<file path="src/rtl/pll_lock_detect.sv">
// Hysteretic PLL lock detector: qualifies TDC phase-error samples against a window.
// Optional sticky loss-of-lock flag enabled by defining PLL_LOCK_DET_STICKY_LOL_EN.
module pll_lock_detect #(
    parameter int ERR_WIDTH    = 7,
    parameter int LOCK_THRESH  = 4,
    parameter int LOCK_COUNT   = 64,
    parameter int UNLOCK_COUNT = 4,
    parameter int CNT_WIDTH    = 8
) (
    input  logic                        clk,
    input  logic                        rst,
    input  logic signed [ERR_WIDTH-1:0] phase_err,
    input  logic                        err_valid,
    input  logic                        lol_clr,
    output logic                        locked,
    output logic [1:0]                  lock_state,
    output logic                        in_window,
    output logic [CNT_WIDTH-1:0]        lock_cnt,
    output logic                        lol_sticky
);

    typedef enum logic [1:0] {
        UNLOCKED = 2'd0,
        ACQUIRE  = 2'd1,
        LOCKED   = 2'd2,
        HOLD     = 2'd3
    } state_t;

    localparam logic [ERR_WIDTH:0]   THRESH      = (ERR_WIDTH+1)'(LOCK_THRESH);
    localparam logic [CNT_WIDTH-1:0] LOCK_LAST   = CNT_WIDTH'(LOCK_COUNT - 1);
    localparam logic [CNT_WIDTH-1:0] UNLOCK_LAST = CNT_WIDTH'(UNLOCK_COUNT - 1);
    localparam logic [CNT_WIDTH-1:0] CNT_ONE     = CNT_WIDTH'(1);

    state_t                 state_reg, state_next;
    logic [CNT_WIDTH-1:0]   cnt_reg, cnt_next;
    logic                   win_reg, win_next;
    logic                   locked_reg;
    logic                   lol_event;
    logic [ERR_WIDTH:0]     err_ext;
    logic [ERR_WIDTH:0]     err_mag;
    logic                   hit;

    // One extra bit so the most-negative code maps to +2^(ERR_WIDTH-1) without wrapping.
    assign err_ext = {phase_err[ERR_WIDTH-1], phase_err};
    assign err_mag = err_ext[ERR_WIDTH] ? (~err_ext + 1'b1) : err_ext;
    assign hit     = (err_mag <= THRESH);

    always_comb begin
        state_next = state_reg;
        cnt_next   = cnt_reg;
        win_next   = win_reg;
        lol_event  = 1'b0;
        if (err_valid) begin
            win_next = hit;
            case (state_reg)
                UNLOCKED: begin
                    if (hit) begin
                        if (LOCK_COUNT == 1) begin
                            state_next = LOCKED;
                            cnt_next   = '0;
                        end else begin
                            state_next = ACQUIRE;
                            cnt_next   = CNT_ONE;
                        end
                    end else begin
                        cnt_next = '0;
                    end
                end
                ACQUIRE: begin
                    if (!hit) begin
                        state_next = UNLOCKED;
                        cnt_next   = '0;
                    end else if (cnt_reg == LOCK_LAST) begin
                        state_next = LOCKED;
                        cnt_next   = '0;
                    end else begin
                        cnt_next = cnt_reg + 1'b1;
                    end
                end
                LOCKED: begin
                    if (!hit) begin
                        if (UNLOCK_COUNT == 1) begin
                            state_next = UNLOCKED;
                            cnt_next   = '0;
                            lol_event  = 1'b1;
                        end else begin
                            state_next = HOLD;
                            cnt_next   = CNT_ONE;
                        end
                    end
                end
                HOLD: begin
                    if (hit) begin
                        state_next = LOCKED;
                        cnt_next   = '0;
                    end else if (cnt_reg == UNLOCK_LAST) begin
                        state_next = UNLOCKED;
                        cnt_next   = '0;
                        lol_event  = 1'b1;
                    end else begin
                        cnt_next = cnt_reg + 1'b1;
                    end
                end
                default: begin
                    state_next = UNLOCKED;
                    cnt_next   = '0;
                end
            endcase
        end
    end

    always_ff @(posedge clk or posedge rst) begin
        if (rst) begin
            state_reg  <= UNLOCKED;
            cnt_reg    <= '0;
            win_reg    <= 1'b0;
            locked_reg <= 1'b0;
        end else begin
            state_reg  <= state_next;
            cnt_reg    <= cnt_next;
            win_reg    <= win_next;
            locked_reg <= (state_next == LOCKED) || (state_next == HOLD);
        end
    end

    assign locked     = locked_reg;
    assign lock_state = state_reg;
    assign in_window  = win_reg;
    assign lock_cnt   = cnt_reg;

`ifdef PLL_LOCK_DET_STICKY_LOL_EN
    logic lol_reg;

    // A coincident event beats the clear.
    always_ff @(posedge clk or posedge rst) begin
        if (rst) begin
            lol_reg <= 1'b0;
        end else if (lol_event) begin
            lol_reg <= 1'b1;
        end else if (lol_clr) begin
            lol_reg <= 1'b0;
        end
    end

    assign lol_sticky = lol_reg;
`else
    logic unused_lol;
    assign unused_lol = lol_clr ^ lol_event;
    assign lol_sticky = 1'b0;
`endif

endmodule

</file>
<file path="config.mk">
export PLATFORM = sky130hd
export DESIGN_NAME = pll_lock_detect
export DESIGN_NICKNAME = d
export VERILOG_FILES = /design/src/rtl/pll_lock_detect.sv
export SDC_FILE = /design/constraint.sdc
export NUM_CORES = 1
export LEC_CHECK = 0
export CAP_MARGIN = 25
export CORE_MARGIN = 1
export CORE_UTILIZATION = 47
export CTS_CLUSTER_DIAMETER = 40
export DETAILED_ROUTE_END_ITERATION = 7
export PLACE_DENSITY = 0.78
export SLEW_MARGIN = 20
export SYNTH_ARGS = -nofsm -noshare
export SYNTH_HDL_FRONTEND = slang
export SYNTH_SLANG_ARGS = --single-unit
</file>
<file path="constraint.sdc">
create_clock -name clk -period 2.12 [get_ports clk]
set_input_delay 0.636 -clock clk [delete_from_list [all_inputs] [get_ports clk]]
set_output_delay 0.636 -clock clk [all_outputs]
set_load 0.005 [all_outputs]
</file>
Yosys cells after proc, flatten, opt, wreduce, memory -nomap -nowiden
Cells that the tools add are included.
{ "op_classes": {"addsub": 2, "magnitude_cmp": 1, "n_eq_ne": 8, "mux": 16, "n_bitwise": 1, "n_reduce_logical": 3} }
{ "op_table": {"columns": ["op", "n"], "rows": [
  ["two-way mux 8 bit", 6],
  ["one-hot mux 8 bit (4 select lines)", 1],
  ["adder 8 x 1 -> 8 bit (second input constant)", 2],
  ["two-way mux 2 bit", 7],
  ["equality test 2 bit (second input constant)", 4],
  ["equality test 8 x 2 -> 1 bit (second input constant)", 1],
  ["equality test 8 x 6 -> 1 bit (second input constant)", 1],
  ["<= comparator 8 x 3 -> 1 bit (second input constant)", 1],
  ["inverter 8 bit", 1],
  ["one-hot mux 2 bit (4 select lines)", 1],
  ["equality test 2 x 1 -> 1 bit (second input constant)", 1],
  ["logical NOT 2 bit", 1],
  ["!= test 2 bit (second input constant)", 1],
  ["AND reduction 2 bit", 1],
  ["logical OR 1 bit", 1],
  ["two-way mux 1 bit", 1]
]} }
{ "totals": {"ff_bits": 12, "inputBits": 11, "output_inout_bits": 13, "elab_cells": 35} }

Longest topological paths before layout
Gate-level depths: netlist of run 1.
{ "logic_depth": {"word_depth": 9, "mapped_depth": 9, "depth_no_buf": 8} }

Least setup slack after synthesis of run 1
OpenSTA, ideal clock, no wires.
{ "synth_path": {"path_kind": "input port to flip-flop", "startpoint": "input phase_err[0]", "endpoint": "register cnt_reg[3], in the netlist lock_cnt[3]", "setup_ns": 0.135, "arrival_time_ns": 2.190, "t_required_ns": 1.985, "slack_ns": -0.205, "cell_stages": 9, "n_path_buf": 1, "cell_sequence": "inv_1 > ha_1 > nor4_1 > a22o_1 > a41o_2 > and2_2 > buf_6 > a221oi_4 > nor3_1"} }
{ "synth_via": {"elab_chain_len": 6, "word_cells_on_any_way": 9, "classes_between": "add/sub: 1; order compare: 1; eq/ne: 1; mux: 4; bitwise: 1; reduce/logical: 1"} }
{ "synth_lines": {"columns": ["element", "line_no", "rtl"], "rows": [
  ["from (decl)", "12", "input logic signed [ERR_WIDTH-1:0] phase_err,"],
  ["inverter 8 bit", "45", "assign err_mag = err_ext[ERR_WIDTH] ? (~err_ext + 1'b1) : err_ext;"],
  ["adder 8 x 1 -> 8 bit", "45", null],
  ["two-way mux 8 bit (*)", "45", null],
  ["<= comparator 8 x 3 -> 1 bit (*)", "46", "assign hit = (err_mag <= THRESH);"],
  ["two-way mux 8 bit, or another cell as far along", "93", "if (hit) begin"],
  ["one-hot mux 8 bit (4 select lines) or AND reduction 2 bit (tied branches)", null, null],
  ["to (signal assigned)", "120", "cnt_reg <= cnt_next;"],
  ["to (decl)", "35", "logic [CNT_WIDTH-1:0] cnt_reg, cnt_next;"]
]} }
Mark *: on every way between the ends. The rest lies on a longest branch, timed or not.
A chain may end at the register's enable or synchronous reset.

Final worst setup path of run 1
{ "layout_path": {"startpoint": "input phase_err[4]", "endpoint": "register cnt_reg[0], in the netlist lock_cnt[0]"} }
{ "layout_via": {"elab_chain_len": 6, "word_cells_on_any_way": 10, "classes_between": "add/sub: 1; order compare: 1; eq/ne: 1; mux: 5; bitwise: 1; reduce/logical: 1"} }
{ "layout_lines": {"columns": ["element", "line_no"], "rows": [
  ["inverter 8 bit", "45"],
  ["adder 8 x 1 -> 8 bit", "45"],
  ["two-way mux 8 bit (*)", "45"],
  ["<= comparator 8 x 3 -> 1 bit (*)", "46"],
  ["two-way mux 8 bit, or another cell as far along", "93"],
  ["one-hot mux 8 bit (4 select lines) or AND reduction 2 bit (tied branches)", null]
]} }
Marked as above.

==> results of run 1 <==
power by group through the flow:
| stage | logic, uW | registers, uW | clock network, uW |
|---|---|---|---|
| final | 154 | 238 | 179 |
| after global routing | 163 | 239 | 197 |
| after CTS | 138 | 238 | 184 |
| after detailed placement | 123 | 243 | 0 |
| after global placement | 120 | 243 | 0 |
| after floorplan | 67.3 | 242 | 0 |
worst paths after layout:
| path | from | endpoint | cells past startpoint |
|---|---|---|---|
| min in group asynchronous | rst | lock_cnt[5]$_DFFE_PP0P_ | 2 |
| setup reg to reg | lock_cnt[0]$_DFFE_PP0P_ | lock_cnt[3]$_DFFE_PP0P_ | 7 |
| max in group asynchronous | rst | in_window$_DFFE_PP0P_ | 2 |
| hold / removal | in_window$_DFFE_PP0P_ | in_window$_DFFE_PP0P_ | 1 |
| hold reg to reg | in_window$_DFFE_PP0P_ | in_window$_DFFE_PP0P_ | 1 |
| setup / recovery | phase_err[4] | lock_cnt[0]$_DFFE_PP0P_ | 7 |
worst max-delay path: stages:
cell and delay, ns:
clkdlybuf4s15_1 0.18, or3_4 0.38, a211oi_4 0.28, buf_6 0.15, nand2_1 0.08, or3_1 0.37
a31oi_1 0.21
cell usage after synthesis, types with 2 or more instances:
cell      instances  area share
nand2b_1          2       0.014
nand4_1           3       0.020
or3_1             2       0.014
nor2_1            9       0.037
dfrtp_1          12        0.33
inv_1             6       0.025
xnor2_1           2       0.019
a31oi_1           4       0.027
o21ai_0           6       0.033
nand2_1           7       0.029
nor3_1            2       0.011
a21oi_1           7       0.038
clkbuf_1          2      0.0082
and3_1            7       0.048
nand3_1           5       0.027
ha_1              2       0.027
per-stage QoR:
stage,instance area [um^2],instances,hold slack [ns]
CTS,1340,167,0.521
floorplan,948,106,0.501
detailed placement,1220,156,0.501
finish,1400,168,0.508
global placement,1220,156,0.505
global route,1400,168,0.533
logic make-up (layout without fill, tap and decap cells):
logic type      count (synthesis)  after routing  share of synthesized area
buf+inv                        11             48                     0.0613
compound gates                 30             30                      0.251
flops                          12             12                      0.327
fa+ha+maj                       2              2                     0.0272
other cells                     1              1                    0.00408
mux                             2              2                     0.0232
simple gates                   46             46                      0.287
xor+xnor                        2              2                     0.0191
metal layers:
| layer | track usage | part of all wire | up-vias | wire (um) |
|---|---|---|---|---|
| met5 | 0 | 0 | - | 0 |
| met4 | 0.0588 | 0.0071 | 0 | 18 |
| met3 | 0.0745 | 0.078 | 2 | 196 |
| met2 | 0.417 | 0.50 | 51 | 1260 |
| met1 | 0.353 | 0.42 | 463 | 1050 |
| li1 | - | - | 467 | - |
area by class of cell:
type	instances	area (um^2)	area share
multi-input combinational	83	641	0.459
timing repair buffer	38	352	0.252
sequential	12	300	0.215
clock buffer	4	36.3	0.0260
inverter	6	35.0	0.0251
tap	25	31.3	0.0224
what timing repair did:
item | in CTS | in global routing
endpoints found under the setup margin | 12 | 8
pin swaps | 12 | 13
buffers inserted | 7 | 1
resized for setup | 20 | 19
==> results by group, run 1 <==
Power
  – Switch Pwr: 153 uW
  – Peak supply drop: approximately 0.52 mV
  – Sequential share of power: 0.418
  – Clock Power Share: 0.313
  – Combinational share of power: 0.270
  – Power Total: 571 uW
  – Pleak: 0.000593 uW
  – Sw frac: 0.268
  – Int Pwr: between 400 and 500 uW
  – PwrDens: 409 nW/um^2

Layout
  – Fillers: roughly 120
  – Most frequent cells in the layout: 14 x clkdlybuf4s50_1, 13 x buf_4, 12 x dfrtp_1
  – Final core utilization: 0.782
  – Share of cells above drive strength 1: 0.315
  – Max reg flops: 8
  – # diodes: 0
  – Fin nets: approximately 160
  – Area Overhead vs Synth: 51.9%
  – Most common cell after layout, fill and taps aside: clkdlybuf4s50_1

Detailed routing
  – Drt first pass iters: 4
  – Residual DRC: 0
  – Initial DRC count: 43
  – DRT Wirelength: approximately 2.5 mm
  – Drt wl/cell: 15.0 um
  – Detail-routed via count per cell: 5.85
  – Vias: slightly below 1000
  – Post-route ant nets: 0

Clock network
  – H-tree Lvls: 1
  – Clock transition at path regs: 0.06 ns
  – Clock latency on the worst-skew pair: ~0.27 ns
  – Cts hold-fix bufs: 0
  – CTS Buf Count: 3
  – Max clock buf depth: 2
  – # clock sinks: 12
  – Clk root buf: clkbuf_4
  – CTS tree: done

Synthesis
  – Sequential share of the synthesized area: 0.327
  – Netlist Area Pre-Place: 918 um^2
  – Count of cell types in the netlist: 44
  – Ys Warns: 0
  – Synth async-reset ratio: 1.00
  – Synth Flop Type: dfrtp_1
  – Seq cells post-synth: 12
  – Synthesized area per cell: between 8 and 9 um^2
  – Syn Inst Count: 106
  – Post-synth EDFFs: 0
  – Syn nets: 119

Floorplan
  – Die Area: roughly 2100 um^2
  – Core ar.: roughly 1800 um^2
  – Die width: 46.2 um
  – Initial Util: 0.515
  – Chip Height: around 46 um
  – Row cnt: 15
  – Ports: 24

STA
  – Unrepaired setup endpoints after global routing: yes
  – Fin Setup TNS: 0 ns
  – Final setup margin: 0.00941 ns
  – Worst-Margin Slew: about 0.54 ns
  – Final Slew Violations: 0
  – Fmax achieved: around 470 MHz
  – Layout Skew: ~0.01 ns
  – Tcrit/Tclk final: 0.996
  – Final hold violation count: 0
  – Setup violators final: 0
  – Post-layout min period: 2.11 ns
  – Slew headroom: 0.638

Run status
  – Status: completed

Flow run
  – Max-cap violations: 0

GRT
  – Vias in the first global route: between 800 and 900
  – Initial antenna violation count: 0
  – Gr ovfl total: 0
  – Largest net degree at the start of global routing: 13
  – Global-route wire length before repair: ~4.0 mm
  – Gr usage total: 0.263

Critical path
  – Reg-to-reg slack, setup: ~0.13 ns
  – Critical Path Start Type: input pin
  – CP Capture Type: flop
  – CP Data Arrival Time: approximately 2.3 ns
  – Required time of the critical path: ~2.3 ns
  – Crit Path Max Fanout: 4
  – Critical path class: input pin to flop

Place
  – Detailed Place HPWL: about 1.7 mm
  – Setup Slack @ Placement: -0.744 ns
  – Port Buffers: 21
  – GP Congestion: between 0.8 and 0.9

Worst hold path
  – HP Class: flop to flop
(Power assumes the default switching activity.)
==> inputs of run 2 (changes only) <==
CORE_UTILIZATION = 50   (was 47)
DONT_BUFFER_PORTS = 1   (was unset)
HOLD_SLACK_MARGIN = 0.12   (was unset)
PLACE_DENSITY = unset   (was 0.78)
==> results by group, run 2 (synthesis results as in run 1) <==
Power
  – PwrDens: 449 nW/um^2 (+9.7%)
  – Pleak: 0.000444 uW (-25%)
  – Peak supply drop: 0.346 mV (-34%)

Clock network
  – H-tree Lvls: 1 (unchanged)
  – Max clock buf depth: 2 (unchanged)
  – Cts hold-fix bufs: 0 (unchanged)
  – CTS Buf Count: 3 (unchanged)
  – Post-CTS Setup Bufs: 0 (-7)
  – # clock sinks: 12 (unchanged)
  – Clk root buf: clkbuf_4
  – Clock latency on the worst-skew pair: 0.27 ns (about the same)
  – Clock transition at path regs: 0.07 ns (about the same)
  – CTS tree: done

GRT
  – Busiest grt layer: met2
  – Global-route wire length before repair: 3.52 mm (-11%)
  – Gr usage total: 0.236 (-0.0269)
  – Largest net degree at the start of global routing: 13 (unchanged)
  – GR Util met3: 0.0360 (-0.0385)
  – Met1 global-route usage: 0.336 (-0.0175)
  – Vias in the first global route: 786 (-9.6%)
  – Met2 usage: 0.371 (-0.0463)
  – Initial antenna violation count: 0 (unchanged)
  – Gr ovfl total: 0 (unchanged)

Place
  – Setup Slack @ Placement: -0.104 ns (+0.640 ns)
  – GP Congestion: 0.834 (-6.2%)
  – Port Buffers: 0 (-100%)
  – Placed insts: 134 (-14%)
  – Detailed Place HPWL: 1.52 mm (-8.3%)

STA
  – Final hold violation count: 0 (unchanged)
  – Final setup margin: 0.171 ns (+0.162 ns)
  – Fmax achieved: 513 MHz (+8.3%)
  – Layout Skew: 0.00414 ns (-0.00607 ns)
  – Fin Setup TNS: 0 ns (unchanged)
  – Final Slew Violations: 0 (unchanged)
  – Post-layout min period: 1.95 ns (-0.162 ns)
  – Tcrit/Tclk final: 0.919 (-0.0764)
  – Unrepaired setup endpoints after global routing: no
  – Setup violators final: 0 (unchanged)

Critical path
  – Critical path class: input pin to flop
  – Required time of the critical path: 2.26 ns (-0.04 ns)
  – CP Data Arrival Time: 2.09 ns (-0.20 ns)
  – CP max-delay cell: a41o_2
  – CP Capture Type: flop
  – CP delay by family, top: compound AO/OA/AOI/OAI gates
  – Crit Path Max Fanout: 7 (+3)
  – Critical path buffer and inverter count: 1 (-1)
  – Critical Path Start Type: input pin
  – CP peak stage delay: 0.33 ns (-0.05 ns)
  – Crit-path cells: inv_8 -> ha_4 -> nor2b_1 -> o21bai_1 -> a41o_2 -> a21o_2 -> a221oi_4 -> nor2_1

Layout
  – Non-Filler Instances: 137 (-18%)
  – Share of cells above drive strength 1: 0.241 (-0.0736)
  – Max reg flops: 8 (unchanged)
  – Fin nets: 127 (-19%)
  – Most common cell after layout, fill and taps aside: dfrtp_1
  – Most frequent cells in the layout: 12 x dfrtp_1, 9 x nor2_1, 8 x buf_4
  – # diodes: 0 (unchanged)
  – Fillers: 164 (+43%)
  – Area Overhead vs Synth: 12.7%

Floorplan
  – Row cnt: 15 (unchanged)
  – Die Area: 2010 um^2 (-5.8%)
  – Initial Util: 0.532 (+0.0168)
  – Ports: 24 (unchanged)
  – Die width: 44.9 um (-2.9%)
  – Chip Height: 44.9 um (-2.9%)
  – Core ar.: 1730 um^2 (-3.2%)

Detailed routing
  – DRT Wirelength: 1.95 mm (-23%)
  – Post-route ant nets: 0 (unchanged)
  – Vias: 819 (-17%)
  – Residual DRC: 0 (unchanged)
  – Drt first pass iters: 4 (unchanged)
  – Detail-routed via count per cell: 5.98 (+2.2%)
  – Initial DRC count: 28 (-35%)
  – Drt wl/cell: 14.2 um (-5.2%)

Worst hold path
  – HP Class: input pin to asynchronous set/reset pin

Run status
  – Status: completed

Flow run
  – Max-cap violations: 0 (unchanged)
## run 2: power by group
part           switching, uW  internal [uW]
clock network           70.8           65.7
logic                   49.8           41.7
registers               2.90            234
## run 2: layer usage
layer  wire length, um  part of all wire
met2               926              0.48
met1               932              0.48
met4                19            0.0098
met5                 0                 0
met3                68             0.035
## run 2: stage by stage
stage / cell area (um^2) / total power [uW] / utilization / hold slack [ns]
after global placement: 1010 / 330 / 0.583 / 0.525
after detailed placement: 1010 / 331 / 0.583 / 0.537
after CTS: 1030 / 469 / 0.596 / 0.271
final: 1030 / 464 / 0.599 / 0.255
after floorplan: 948 / 310 / - / 0.501
after global routing: 1030 / 490 / 0.599 / 0.298
## run 2: area by class of cell
class,count,area (um^2),area share
clock buffers,3,22.5,0.0218
multi-input cells,83,586,0.566
inverters,6,35.0,0.0339
flip-flops and latches,12,300,0.290
well taps,25,31.3,0.0302
repair buffers,8,60.1,0.0580
## run 2: what timing repair did
action,in CTS,in global routing
hold endpoints to repair,0,0
setup endpoints to repair,0,3
resized for setup,0,1
## run 2: path summary, 6_finish.rpt
check	from	end	slack (ns)	cells after the start
max reg2reg	lock_cnt[1]$_DFFE_PP0P_	lock_cnt[2]$_DFFE_PP0P_	0.33	6
max	phase_err[0]	lock_cnt[2]$_DFFE_PP0P_	0.17	8
min reg2reg	in_window$_DFFE_PP0P_	in_window$_DFFE_PP0P_	0.54	1
min in group clk	err_valid	in_window$_DFFE_PP0P_	0.52	1
max in group asynchronous	rst	lock_cnt[1]$_DFFE_PP0P_	1.55	1
min	rst	lock_state[1]$_DFF_PP0_	0.25	1
